===== src/rtl/alu_pkg.sv =====
// Shared definitions for the 4-bit ALU interface and the nibble sequencer.
// Holds the nibble width, the mode/select encodings (identical to the
// external ALU's) and the sequencer state type.
package alu_pkg;

  localparam int NIBBLE_W = 4;

  localparam logic MODE_LOGIC = 1'b0;
  localparam logic MODE_ARITH = 1'b1;

  // Logic-mode selects (M = 0)
  localparam logic [1:0] S_NOT = 2'b00;
  localparam logic [1:0] S_AND = 2'b01;
  localparam logic [1:0] S_OR  = 2'b10;
  localparam logic [1:0] S_XOR = 2'b11;

  // Arithmetic-mode selects (M = 1); 2'b1x are unsupported by the ALU
  localparam logic [1:0] S_ADD = 2'b00;
  localparam logic [1:0] S_SUB = 2'b01;

  typedef enum logic [1:0] {
    IDLE = 2'b00,
    RUN  = 2'b01,
    DONE = 2'b10
  } seq_state_t;

endpackage


===== src/rtl/alu_nibble_sequencer.sv =====
// alu_nibble_sequencer
//   Takes one WIDTH-bit ALU request, drives it through an external 4-bit ALU
//   one nibble per cycle (LSB first, carry/borrow chained between nibbles)
//   and returns the assembled result.
//
//   state | meaning
//   IDLE  | req_ready=1, waiting for a request
//   RUN   | issuing nibble idx to the ALU, capturing F/Cn each edge
//   DONE  | rsp_valid=1, holding result until rsp_ready
//
// Ports:
//   clk_i/rst_i-style naming is fixed by the interface: clk, rst (async, high)
//   req_*  : request handshake and operands (m, s, a, b, cin)
//   alu_*  : nibble operands to / combinational response from the ALU
//   rsp_*  : response handshake, WIDTH-bit result and final carry/borrow
module alu_nibble_sequencer
  import alu_pkg::*;
#(
  parameter int WIDTH = 16
) (
  input  logic             clk,
  input  logic             rst,
  input  logic             req_valid,
  output logic             req_ready,
  input  logic             req_m,
  input  logic [1:0]       req_s,
  input  logic [WIDTH-1:0] req_a,
  input  logic [WIDTH-1:0] req_b,
  input  logic             req_cin,
  output logic [3:0]       alu_a,
  output logic [3:0]       alu_b,
  output logic             alu_cin,
  output logic [1:0]       alu_s,
  output logic             alu_m,
  input  logic [3:0]       alu_f,
  input  logic             alu_cn,
  output logic             rsp_valid,
  input  logic             rsp_ready,
  output logic [WIDTH-1:0] rsp_f,
  output logic             rsp_cn
);

  localparam int NIB   = WIDTH / NIBBLE_W;
  localparam int IDX_W = (NIB > 1) ? $clog2(NIB) : 1;
  localparam logic [IDX_W-1:0] IDX_LAST = IDX_W'(NIB - 1);

  seq_state_t       state_q, state_d;
  logic [IDX_W-1:0] idx_q, idx_d;
  logic             m_q, m_d;
  logic [1:0]       s_q, s_d;
  logic [WIDTH-1:0] a_q, a_d;
  logic [WIDTH-1:0] b_q, b_d;
  logic [WIDTH-1:0] res_q, res_d;
  logic             carry_q, carry_d;

  always_ff @(posedge clk or posedge rst) begin
    if (rst) begin
      state_q <= IDLE;
      idx_q   <= '0;
      m_q     <= 1'b0;
      s_q     <= 2'b00;
      a_q     <= '0;
      b_q     <= '0;
      res_q   <= '0;
      carry_q <= 1'b0;
    end else begin
      state_q <= state_d;
      idx_q   <= idx_d;
      m_q     <= m_d;
      s_q     <= s_d;
      a_q     <= a_d;
      b_q     <= b_d;
      res_q   <= res_d;
      carry_q <= carry_d;
    end
  end

  always_comb begin
    state_d   = state_q;
    idx_d     = idx_q;
    m_d       = m_q;
    s_d       = s_q;
    a_d       = a_q;
    b_d       = b_q;
    res_d     = res_q;
    carry_d   = carry_q;
    req_ready = 1'b0;
    rsp_valid = 1'b0;
    rsp_f     = '0;
    rsp_cn    = 1'b0;
    alu_a     = 4'h0;
    alu_b     = 4'h0;
    alu_cin   = 1'b0;
    alu_s     = 2'b00;
    alu_m     = 1'b0;

    unique case (state_q)
      IDLE: begin
        req_ready = 1'b1;
        if (req_valid) begin
          m_d     = req_m;
          s_d     = req_s;
          a_d     = req_a;
          b_d     = req_b;
          idx_d   = '0;
          // Logic ops never consume a carry, so drop req_cin up front.
          carry_d = (req_m == MODE_ARITH) ? req_cin : 1'b0;
          state_d = RUN;
        end
      end

      RUN: begin
        alu_a   = a_q[NIBBLE_W*idx_q +: NIBBLE_W];
        alu_b   = b_q[NIBBLE_W*idx_q +: NIBBLE_W];
        alu_cin = (m_q == MODE_ARITH) ? carry_q : 1'b0;
        alu_s   = s_q;
        alu_m   = m_q;
        res_d[NIBBLE_W*idx_q +: NIBBLE_W] = alu_f;
        carry_d = alu_cn;
        if (idx_q == IDX_LAST) state_d = DONE;
        else                   idx_d   = idx_q + 1'b1;
      end

      DONE: begin
        rsp_valid = 1'b1;
        rsp_f     = res_q;
        rsp_cn    = carry_q;
        if (rsp_ready) state_d = IDLE;
      end

      default: state_d = IDLE;
    endcase
  end

endmodule


===== config.mk =====
export PLATFORM = sky130hd
export DESIGN_NAME = alu_nibble_sequencer
export DESIGN_NICKNAME = d
export VERILOG_FILES = /design/src/rtl/alu_pkg.sv /design/src/rtl/alu_nibble_sequencer.sv
export SDC_FILE = /design/constraint.sdc
export NUM_CORES = 1
export LEC_CHECK = 0
export ABC_AREA = 1
export BUFFER_PORTS_ARGS = -buffer_cell sky130_fd_sc_hd__buf_2
export CAP_MARGIN = 20
export CORE_ASPECT_RATIO = 1.1
export CORE_UTILIZATION = 35
export DETAILED_ROUTE_END_ITERATION = 6
export GPL_TIMING_DRIVEN = 0
export PLACE_DENSITY = 0.67
export SLEW_MARGIN = 0
export SYNTH_ARGS = -nofsm -noshare
export SYNTH_HDL_FRONTEND = slang
export SYNTH_SLANG_ARGS = --single-unit

===== constraint.sdc =====
create_clock -name clk -period 1.7 [get_ports clk]
set_input_delay 0 -clock clk [delete_from_list [all_inputs] [get_ports clk]]
set_output_delay 0 -clock clk [all_outputs]
set_load 0.02 [all_outputs]

==> summary.txt <==
Finish
  • Most frequent cells in the layout: nand2_1 (91), buf_2 (78), inv_1 (64)
  • Final instance area: 0.00399 mm2
  • Layout Area Growth over Synthesis: 41.3%
  • Fin nets: 556
  • Final Non-Filler Cells: 615
  • Most common cell after layout, fill and taps aside: nand2_1
  • Layout cells sized above 1: 0.237
  • Filler cell count: 800
  • Number of diodes: 0

Global route
  • Largest net degree at the start of global routing: 41
  • Grt ovf: 0
  • Initial antenna violation count: 0
  • First-pass GRT wire length: 11.6 mm
  • Gr usage total: 0.180
  • Vias in the first global route: 2581

STA
  • Post-route setup slack: 57.7 ps
  • Peak Freq: 609 MHz
  • Relative slew margins: 0.738
  • Slew Viols, Final: 0
  • Final hold vios: 0
  • Period utilization: 0.966
  • Measured slew at the worst slew-check pin: 392 ps
  • Clock Skew: 6.79 ps
  • RSZ-0062 raised after global routing: false
  • Final worst path period need: 1640 ps
  • Setup-failing EPs final: 0

Yosys
  • Sequential cell area fraction in the yosys report: 0.496
  • Post-Syn Nets: 429
  • Syn avg cell area: 7.45 um2
  • Cell area after synthesis: 0.00283 mm2
  • Number of synthesized register bits: 56
  • Syn. warnings: 0
  • Mapped Cells: 379
  • Distinct cells, synth: 18

Power and ir drop
  • VDD IR max: 1.03 mV
  • Leak: 2.15 nW
  • Total chip power: 6.55 mW
  • PwrDens: 1640 mW/mm2

Floorplan
  • Number of core rows: 34
  • Die W: 87.7 um
  • Starting Density: 0.359
  • Number of I/O pins: 76
  • Die Area: 0.00844 mm2
  • Core area: 0.00787 mm2
  • Die height: 96.2 um

Route
  • Antenna Nets Post-Route: 0
  • Avg WL per Cell: 11.7 um
  • DRT iter0 DRCs: 131
  • Routed WL: 7.20 mm
  • Vias per inst: 4.46
  • DRT Pass-1 Iters: 5
  • Residual DRC count: 0
  • Vias: 2742

Place
  • Cell Area, Placed: 0.00336 mm2
  • HPWL after DPL: 5.15 mm
  • Final Wtd Congestion: 0.822
  • Port-buffer cells: 75
  • Placement Setup Slack: -324 ps
  • Cell total after placement: 563

Min path
  • WHS Endpoint: carry_q$_DFFE_PP0P_
  • Hold Crit Class: in2reg
  • Cells on Worst Hold Path: 7
  • Hold Path Origin: req_cin

Status
  • Status: finished, final reports clean

Setup path
  • CP max-delay cell: dfrtp_1
  • Crit path largest cell delay: 460 ps
  • Type of destination of the critical path: output port
  • CP Cell Sequence: inv_1 -> nand2_2 -> buf_4 -> a21oi_1 -> buf_2
  • Worst Path Buf+Inv: 3
  • WP data required: 1700 ps
  • Worst reg2reg path depth: 9
  • CP Launch Type: register
  • Critical Path AT: 1640 ps
  • Worst path top cell family by delay: buffers and inverters
  • Setup slack, reg-to-reg: 140 ps
  • Crit Path Max Fanout: 10
  • WS Path Type: reg2out
  • R2r endpoint: res_q[7]$_DFFE_PP0P_
  • Reg2reg start: idx_q[0]$_DFFE_PP0P_

Clocking
  • CTS tree: built
  • Root Buffer: clkbuf_8
  • Worst-Skew Late Latency: 320 ps
  • H-tree levels: 2
  • Reg clk slew, reported paths: 100 ps
  • Total CTS buffers: 5
  • CTS Sinks: 56
  • CTS Buffer Depth: 2

Run
  • Max Cap Violations: 0
flip-flops by register name, indices dropped and copies added (netlist names):
signal and cells:
a_q 16, b_q 16, res_q 16, idx_q 2
s_q 2, state_q 2, carry_q 1, m_q 1
metal layers:
metal,GRT usage,routed length (um)
met1,0.215,3210
met4,0.0505,79
met5,0,0
met3,0.0309,230
met2,0.329,3680
tightest hold or removal path: stages:
cell and delay (ps):
buf_2 80, nand2_1 40, inv_1 40, nand2_1 40
nand2_1 50, nand2_1 40, nand2_1 40
Yosys cell counts:
cell,instances,share of area
o21ai_0,5,0.0089
nor2_2,1,0.0022
buf_2,11,0.019
buf_1,1,0.0013
buf_6,1,0.0040
nand3_1,26,0.046
nand2_1,93,0.12
buf_4,2,0.0053
nand4_1,2,0.0044
clkinv_1,1,0.0013
nor3_1,1,0.0018
a21oi_1,43,0.076
nor2_1,60,0.080
dfrtp_1,56,0.50
ha_1,5,0.022
nor2_4,3,0.012
nand2_4,2,0.0080
inv_1,66,0.088
metrics by stage:
stage | utilization | TNS (ps) | hold WS, ps
2_1_floorplan | - | 0 | 112
4_1_cts | 0.496 | 0 | 71.3
5_1_grt | 0.507 | 0 | 124
3_5_place_dp | 0.426 | -4390 | 9.71
3_3_place_gp | 0.424 | -25610 | 238
6_report | 0.507 | 0 | 65.5
timing repair:
| item | 4_1_cts | 5_1_grt |
|---|---|---|
| hold buffers | 42 | 0 |
| setup endpoints to repair | 27 | 25 |
| gates cloned | 0 | 0 |
| setup buffers | 0 | 2 |
| hold endpoints to repair | 57 | 0 |
| gates resized for setup | 11 | 22 |
| pin swaps | 1 | 0 |
layout make-up:
type	count	area, um2	share of cell area
inverter	67	256	0.0643
timing repair buffer	120	841	0.211
clock buffer	6	72.6	0.0182
buffer	15	110	0.0276
clock inverter	2	35.0	0.00878
sequential	56	1400	0.351
multi-input combinational	241	1140	0.286
tap	108	135	0.0339
cells by family (layout without fill, tap and decap cells):
logic type	Yosys count	count (layout)	share of synthesized area
fa+ha+maj	5	5	0.0221
compound gates	48	48	0.0850
simple gates	188	188	0.278
flops	56	56	0.496
buf+inv	82	210	0.119
report_power, final:
part           switching (mW)  internal (mW)
clock                   0.445          0.438
sequential              0.247           1.92
combinational            2.21           1.29
total                    2.90           3.65
worst max path at each step:
stage | start | endpoint | slack [ps] | depth (start not counted)
final | state_q[1]$_DFFE_PP0P_ | alu_b[2] | 60 | 5
after global routing | idx_q[0]$_DFFE_PP0P_ | alu_b[0] | 4 | 7
after CTS | state_q[1]$_DFFE_PP0P_ | alu_b[2] | 0.3 | 5
after detailed placement | idx_q[1]$_DFFE_PP0P_ | res_q[10]$_DFFE_PP0P_ | -320 | 7
after global placement | rst | a_q[7]$_DFFE_PP0P_ | -390 | 2
after floorplan | idx_q[0]$_DFFE_PP0P_ | res_q[12]$_DFFE_PP0P_ | 120 | 9
No activity file was read; power rests on OpenSTA's default activity.
